[src/rtl/gf_mul_seq.sv]
// Sequential integer / carry-less multiplier with optional reduction by a primitive polynomial.
// The reduction stage is compiled only when GF_MUL_SEQ_REDUCE_EN is defined.
module gf_mul_seq #(
    parameter int DATA_WIDTH     = 32,
    parameter int BITS_PER_CYCLE = 1
) (
    input  logic                        clk,
    input  logic                        rst_n,
    input  logic                        in_valid,
    output logic                        in_ready,
    input  logic                        carry_option,
    input  logic                        red_funct,
    input  logic [$clog2(DATA_WIDTH):0] polyn_grade,
    input  logic [DATA_WIDTH:0]         polyn_red_in,
    input  logic [DATA_WIDTH-1:0]       a,
    input  logic [DATA_WIDTH-1:0]       b,
    output logic                        out_valid,
    input  logic                        out_ready,
    output logic [2*DATA_WIDTH-1:0]     mult_out,
    output logic [DATA_WIDTH-1:0]       out_poly,
    output logic                        busy
);

    localparam int W     = DATA_WIDTH;
    localparam int B     = BITS_PER_CYCLE;
    localparam int STEPS = W / B;
    localparam int CW    = $clog2(STEPS + 1);

`ifdef GF_MUL_SEQ_REDUCE_EN
    typedef enum logic [1:0] {IDLE, MULT, REDUCE, DONE} state_t;
`else
    typedef enum logic [1:0] {IDLE, MULT, DONE} state_t;
`endif

    state_t          state;
    state_t          state_next;
    logic            accept;
    logic            mult_last;
    logic            mult_to_done;
    logic            reduce_to_done;
    logic [2*W-1:0]  a_sh;
    logic [2*W-1:0]  acc;
    logic [2*W-1:0]  acc_step;
    logic [W-1:0]    b_sh;
    logic [CW-1:0]   cnt;
    logic            carry_mode;

    assign in_ready  = (state == IDLE) || ((state == DONE) && out_ready);
    assign accept    = in_valid && in_ready;
    assign out_valid = (state == DONE);
    assign mult_last = (state == MULT) && (cnt == '0);

    always_comb begin : mult_step
        // NOTE: blocking assignments chain the B partial products through one cycle.
        acc_step = acc;
        for (int j = 0; j < B; j++) begin
            if (b_sh[j]) begin
                acc_step = carry_mode ? (acc_step + (a_sh << j)) : (acc_step ^ (a_sh << j));
            end
        end
    end

`ifdef GF_MUL_SEQ_REDUCE_EN
    localparam int MW = $clog2(W) + 1;
    localparam int KW = $clog2(2 * W);

    logic            red_req;
    logic            red_en;
    logic            red_last;
    logic [MW-1:0]   m_reg;
    logic [W:0]      poly_reg;
    logic [2*W-1:0]  rem;
    logic [2*W-1:0]  rem_step;
    logic [2*W-1:0]  poly_sh;
    logic [KW-1:0]   k;
    logic [KW-1:0]   shamt;
    logic [W-1:0]    mask;
    logic [W-1:0]    out_poly_q;

    // Degrees outside 2..W cannot be reduced meaningfully, so the scan is skipped.
    assign red_req        = red_funct && (polyn_grade >= MW'(2)) && (polyn_grade <= MW'(W));
    assign red_last       = (state == REDUCE) && (k == KW'(m_reg));
    assign mult_to_done   = mult_last && !red_en;
    assign reduce_to_done = red_last;
    assign busy           = (state == MULT) || (state == REDUCE);
    assign out_poly       = out_poly_q;

    always_comb begin : reduce_step
        shamt    = k - KW'(m_reg);
        poly_sh  = {{(W-1){1'b0}}, poly_reg} << shamt;
        rem_step = rem[k] ? (rem ^ poly_sh) : rem;
        mask     = '0;
        for (int i = 0; i < W; i++) begin
            mask[i] = (i < int'(m_reg));
        end
    end

    always_ff @(posedge clk or negedge rst_n) begin
        if (!rst_n) begin
            red_en     <= 1'b0;
            m_reg      <= '0;
            poly_reg   <= '0;
            rem        <= '0;
            k          <= '0;
            out_poly_q <= '0;
        end else if (accept) begin
            red_en   <= red_req;
            m_reg    <= polyn_grade;
            poly_reg <= polyn_red_in;
        end else if (mult_last) begin
            if (red_en) begin
                rem <= acc_step;
                k   <= KW'(2 * W - 2);
            end else begin
                out_poly_q <= '0;
            end
        end else if (state == REDUCE) begin
            rem <= rem_step;
            k   <= k - KW'(1);
            if (red_last) begin
                out_poly_q <= rem_step[W-1:0] & mask;
            end
        end
    end
`else
    logic unused_reduce_inputs;

    assign unused_reduce_inputs = ^{red_funct, polyn_grade, polyn_red_in};
    assign mult_to_done         = mult_last;
    assign reduce_to_done       = 1'b0;
    assign busy                 = (state == MULT);
    assign out_poly             = '0;
`endif

    always_comb begin : fsm_next
        state_next = state;
        unique case (state)
            IDLE: if (accept) state_next = MULT;
`ifdef GF_MUL_SEQ_REDUCE_EN
            MULT: if (mult_last) state_next = red_en ? REDUCE : DONE;
            REDUCE: if (red_last) state_next = DONE;
`else
            MULT: if (mult_last) state_next = DONE;
`endif
            // Accepting straight out of DONE skips IDLE for back-to-back requests.
            DONE: if (out_ready) state_next = in_valid ? MULT : IDLE;
            default: state_next = IDLE;
        endcase
    end

    always_ff @(posedge clk or negedge rst_n) begin
        if (!rst_n) begin
            state <= IDLE;
        end else begin
            state <= state_next;
        end
    end

    always_ff @(posedge clk or negedge rst_n) begin
        // NOTE: every datapath register is reset so an aborted operation leaves nothing visible.
        if (!rst_n) begin
            a_sh       <= '0;
            b_sh       <= '0;
            acc        <= '0;
            cnt        <= '0;
            carry_mode <= 1'b0;
            mult_out   <= '0;
        end else begin
            if (accept) begin
                a_sh <= {{W{1'b0}}, a};
                b_sh <= b;
                acc  <= '0;
                cnt  <= CW'(STEPS - 1);
`ifdef GF_MUL_SEQ_REDUCE_EN
                carry_mode <= carry_option && !red_funct;
`else
                carry_mode <= carry_option;
`endif
            end else if (state == MULT) begin
                acc  <= acc_step;
                a_sh <= a_sh << B;
                b_sh <= b_sh >> B;
                cnt  <= cnt - CW'(1);
            end

            // acc is left untouched during REDUCE, so it still holds the raw product.
            if (mult_to_done) begin
                mult_out <= acc_step;
            end else if (reduce_to_done) begin
                mult_out <= acc;
            end
        end
    end

endmodule

[config.mk]
export PLATFORM = sky130hd
export DESIGN_NAME = gf_mul_seq
export DESIGN_NICKNAME = d
export VERILOG_FILES = /design/src/rtl/gf_mul_seq.sv
export SDC_FILE = /design/constraint.sdc
export NUM_CORES = 1
export LEC_CHECK = 0
export BUFFER_PORTS_ARGS = -buffer_cell sky130_fd_sc_hd__buf_4
export CAP_MARGIN = 20
export CORE_UTILIZATION = 40
export DETAILED_ROUTE_END_ITERATION = 8
export GPL_TIMING_DRIVEN = 0
export SLEW_MARGIN = 0
export SYNTH_ARGS = -nofsm -noshare
export SYNTH_HDL_FRONTEND = slang
export SYNTH_SLANG_ARGS = --single-unit
export TNS_END_PERCENT = 20
[constraint.sdc]
create_clock -name clk -period 8.15 [get_ports clk]
set_input_delay 0.4075 -clock clk [delete_from_list [all_inputs] [get_ports clk]]
set_output_delay 0.4075 -clock clk [all_outputs]
set_load 0.01 [all_outputs]
* Word-level counts from Yosys, hierarchy flattened
Index checks and enable logic that the tools add are counted.
** Word-level totals
- Register bits :: 233
- Output and inout bits :: 99
- Word-level logic and storage cells :: 38
** Cells by class
- $add $sub $neg :: 2
- Equal/unequal tests :: 5
- Multiplexer cells :: 15
- Bitwise operators :: 1
- Reduce and logical (&&, ||, !) cells :: 8
** Operators by type and width (count)
- 64-bit 2-to-1 mux :: 6
- 64-bit adder :: 1
- 32-bit 2-to-1 mux :: 2
- 64-bit XOR :: 1
- 6-bit 2-to-1 mux :: 2
- 6-bit zero test :: 1
- 2-bit 2-to-1 mux :: 3
- 2-bit case mux with 3 select lines :: 1
- 6-bit by 1-bit subtractor with 6-bit output, second input constant :: 1
- 2-bit by 1-bit != test with 1-bit output, second input constant :: 2
- 1-bit logical AND :: 3
- 3-bit AND reduction :: 1
- 2-bit by 1-bit == test with 1-bit output, second input constant :: 1
- 2-bit == test, second input constant :: 1
- 2-bit zero test :: 1
- 2-bit != test, second input constant :: 1
- 2-bit nonzero test :: 1
- 1-bit logical OR :: 1
- 1-bit 2-to-1 mux :: 1

* Longest topological paths before layout
- Word-level depth :: 6
- Mapped depth :: 13
- Mapped depth without buffers :: 13

* Worst setup path before layout
Ideal clock, no wire load.
- Path kind :: reg2reg
- Start :: register a_sh[0]
- End :: register mult_out[56]
- Data arrival time :: 2.614 ns
- Path slack :: 5.418 ns
- Stages on the path, launching flop included :: 14
- Buffers on the path :: 0
- Period minus slack after synthesis :: 2.732 ns
- Path through :: dfrtp_1 ha_1 inv_1 fa_1 nor2b_1 o31ai_2 a21boi_1 o211a_1 or2_1 a311o_1 a22oi_2 xor2_1 a211oi_1 a21o_1
** Between the ends
- Word-level cells in the longest chain between the ends :: 3
** Ends and longest elaborated chain
- from (decl) :: line 41 : logic [2*W-1:0] a_sh;
- from (signal assigned) :: line 170 : a_sh <= {{W{1'b0}}, a};
- from (signal assigned) :: line 181 : a_sh <= a_sh << B;
- 64-bit adder :: line 58 : acc_step = carry_mode ? (acc_step + (a_sh << j)) : (acc_step ^ (a_sh << j));
- 64-bit 2-to-1 mux :: line 58
- 64-bit 2-to-1 mux :: line 57 : if (b_sh[j]) begin
- to (signal assigned) :: line 188 : mult_out <= acc_step;
- to (decl) :: line 19 : output logic [2*DATA_WIDTH-1:0] mult_out,
No other way between the ends.
A chain may end at the register's enable or synchronous reset.

* Worst setup path in the final report
- Start :: register a_sh[0]
- End :: register mult_out[60]
The elaborated chain is that of the path after synthesis.

==> results.md <==
* WP data required at 8.60 ns
* RSZ-0062 raised after global routing: no
* Setup tns final at 0 ns
* Top delay family on crit path: compound AO/OA/AOI/OAI gates
* Via density at 5.635
* Layout Nets at 2090
* Vias in the first global route at 13.04k
* Pwr dens at 435.0 nW/um2
* Antenna violations before repair at 0
* Crit. End Element: register
* Dpl cells at 2341
* Post-DP Area at 16000 um2
* Hpwl dp at 35810 um
* Routed wire length at 48360 um
* VDD IR max at 227.9 uV
* Arr. time, crit path at 4.04 ns
* Peak fanout along the critical path at 4
* Layout area overhead at 18.68%
* CP bufs+invs at 1
* CTS tree: built
* Minimum hold slack at 0.03969 ns
* Final hold violation count at 0
* Crit-path cells: ha_1 -> inv_1 -> fa_1 -> nor2b_1 -> o31ai_2 -> a21boi_1 -> o211a_1 -> or2_1 -> a311o_1 -> a21oi_1 -> xor2_1 -> o211ai_1 -> o21a_1
* Pin count of the biggest net entering global routing at 91
* Min cycle time layout at 3.583 ns
* Multi-input logic area at 7696 um2
* Initial core utilization at 40.89%
* Pint at 3.786 mW
* ANT nets after route at 0
* Yosys top cell area share at 40.97%
* Flop-to-flop setup slack at 4.57 ns
* # rows at 68
* CP startpoint: a_sh[0]$_DFFE_PN0P_
* End point of the critical path: mult_out[60]$_DFFE_PN0P_
* Area leader, netlist: dfrtp_1
* IO buf count at 135
* Final cell count without fillers at 2389
* Max stage delay on crit path at 0.44 ns
* WL/cell at 20.24 um
* Worst Setup Path Type: register to register
* Die Wd at 190.6 um
* Post-synth EDFFs at 0
* Post-Synthesis Cells at 1717
* Synth area leaders: dfrtp_1, nand2_1, o21ai_0
* Clock power share at 16.6%
* Post-Syn Area at 14230 um2
* Worst r2r src: a_sh[0]$_DFFE_PN0P_
* DR DRC count at 0
* Sink Count at 233
* Seq pwr share at 28.0%
* Endpoints failing setup at 0
* CP Launch Type: register
* FF-to-FF path depth at 13
* H-tree depth at 1
* Vias post-DR at 13.46k
* Diode count at 0
* Post-layout instance area at 16890 um2
* Clk_lat worst skew at 0.57 ns
* Pleak at 7.939 nW
* Relative slew slack at 33.78%
* Switching pwr at 3.560 mW
* Slew @ Worst Pin at 0.9933 ns
* Synth Warn # at 0
* Clock Skews at 0.02624 ns
* Comb power frac at 55.5%
* Cts bufs inserted at 26
* Filler Cell Count at 3492
* Slowest cell on crit path: dfrtp_1
* Synth cell types at 81
* Net Sw Frac at 48.46%
* Core ar. at 34800 um2
* Post-CTS resize count at 0
* FF+latch count, synth at 233
* Chip height at 190.6 um
* Drt first pass iters at 6
* Boundary Pins at 208
* Die area at 36330 um2
* Sequential fraction of the synthesis area at 40.97%
* Worst Hold Class: input pin to register
* Most common cell in the netlist: nand2_1
* Final Max Tran Viols at 0
* Postcts setup bufs at 0
* Fmax at 0.2791 GHz
* Status: finished, final reports clean
* First-pass GRT wire length at 75470 um
* Synth Area per Inst at 8.288 um2
* Commonest cells post-synth: nand2_1, dfrtp_1, o21ai_0
* Overflow after GRT at 0
* Top FF cell, synth: dfrtp_1
* Total of max-cap violations at 0
* Post-synthesis async set-or-reset flop share at 100.0%
* CTS clock-pin slew for the worst setup and hold paths at 0.06 ns
* CP Depth at 13
* Root buffer cell: clkbuf_16
* Proportion of layout cells with a drive suffix above 1 at 13.34%
* Reg2reg end: mult_out[60]$_DFFE_PN0P_
* Placer Congestion at 0.9655
* Fin crit share at 43.96%
* Reg area at 5831 um2
* First DRT Iteration DRCs at 1237
* Tot GR Track Use at 26.86%
* Clock Tree Buf Depth at 3
-- cell usage in the layout, fill, tap and decap left out, types with 5 or more instances in the layout --
| cell type | count |
|---|---|
| nand2_1 | 357 |
| dfrtp_1 | 233 |
| o21ai_0 | 178 |
| buf_4 | 167 |
| a21oi_1 | 122 |
| clkbuf_1 | 97 |
| nor2_1 | 84 |
| nand3_1 | 77 |
| ha_1 | 65 |
| a22oi_1 | 61 |
| a21o_1 | 45 |
| xor2_1 | 38 |
| conb_1 | 32 |
| xnor2_1 | 26 |
| and3_1 | 26 |
| clkbuf_16 | 26 |
| inv_1 | 25 |
| nand4_1 | 22 |
| o21ai_1 | 19 |
| o211ai_1 | 18 |
| nor2b_1 | 15 |
| nor3_1 | 14 |
| buf_2 | 13 |
| buf_1 | 12 |
| a211oi_1 | 12 |
| nand2b_1 | 9 |
| o21a_1 | 8 |
| o21bai_1 | 7 |
| and2_1 | 6 |
| o31ai_1 | 6 |
| or3_1 | 6 |
| mux2i_1 | 6 |
| clkinv_2 | 6 |
| or2_2 | 5 |
| a31oi_1 | 5 |
| clkbuf_8 | 5 |
-- layout make-up --
| cell class | instances | share of cell area (%) |
|---|---|---|
| Buffer | 152 | 4.297 |
| Clock inverter | 11 | 0.8076 |
| Multi-Input combinational cell | 1338 | 45.57 |
| Inverter | 25 | 0.5557 |
| Clock buffer | 36 | 4.371 |
| Tap cell | 455 | 3.371 |
| Timing Repair Buffer | 139 | 6.498 |
| Sequential cell | 233 | 34.53 |
-- power by group through the flow --
stage          logic (mW)  registers (mW)  clock network [mW]
2_1_floorplan        2.70            2.00                   0
3_3_place_gp         3.94            2.06                   0
3_5_place_dp         4.00            2.07                   0
4_1_cts              4.03            2.06                1.24
5_1_grt              4.51            2.12                1.28
6_report             4.07            2.06                1.22
-- state kept, by name (all words and copies together), names as in the netlist --
| register | cells |
|---|---|
| state | 2 |
| a_sh | 64 |
| mult_out | 64 |
| b_sh | 32 |
| acc | 64 |
| carry_mode | 1 |
| cnt | 6 |
-- per-layer routing --
layer | up-vias | GRT usage (%) | wire length, um
met5 | - | 0 | 0
met4 | 0 | 9.785 | 1812
met3 | 95 | 3.441 | 2893
met2 | 504 | 42.28 | 21730
met1 | 6485 | 37.66 | 21920
li1 | 6377 | - | -
-- worst register-to-register path, cell delays in order, from the launching register on --
cell      delay [ns]
dfrtp_1         0.44
ha_1            0.27
inv_1           0.08
fa_1            0.21
nor2b_1         0.09
o31ai_2         0.37
a21boi_1        0.20
o211a_1         0.34
or2_1           0.33
a311o_1         0.38
a21oi_1         0.27
xor2_1          0.24
o211ai_1        0.12
o21a_1          0.13
-- per-stage QoR --
step | util (%) | power, mW | worst slack [ns]
finish | 48.53 | 7.347 | 4.567
global route | 48.53 | 7.910 | 4.482
CTS | 48.53 | 7.321 | 4.644
detailed placement | 45.99 | 6.074 | 4.671
global placement | 45.78 | 6.000 | 4.679
floorplan | - | 4.703 | 5.418
-- how the worst min path moves through the flow --
stage | start | endpoint | slack, ns | cells after the start
3_3_place_gp | b_sh[9]$_DFFE_PN0P_ | b_sh[9]$_DFFE_PN0P_ | 0.46 | 2
2_1_floorplan | rst_n | a_sh[0]$_DFFE_PN0P_ | 0.11 | 0
4_1_cts | a[0] | a_sh[0]$_DFFE_PN0P_ | 0.03 | 3
6_report | a[0] | a_sh[0]$_DFFE_PN0P_ | 0.04 | 3
3_5_place_dp | rst_n | mult_out[36]$_DFFE_PN0P_ | 0.40 | 1
5_1_grt | a[0] | a_sh[0]$_DFFE_PN0P_ | 0.04 | 3
-- kinds of logic (layout without fill, tap and decap cells) --
family | after synthesis | count (layout) | synth area share (%)
AND/OR/NAND/NOR | 639 | 639 | 19.80
AO/OA/AOI/OAI | 530 | 530 | 23.14
flip-flops | 233 | 233 | 40.97
buffers and inverters | 177 | 363 | 5.759
adder cells (fa/ha/maj) | 66 | 66 | 5.856
XOR/XNOR | 64 | 64 | 3.939
multiplexers | 7 | 7 | 0.5012
other | 1 | 32 | 0.02635
-- what timing repair did --
item                                    4_1_cts  5_1_grt
hold buffers                                  1        0
endpoints found under the hold margin        65        0
endpoints found under the setup margin        0        0
Note: power is estimated with default switching activity, not from simulation.
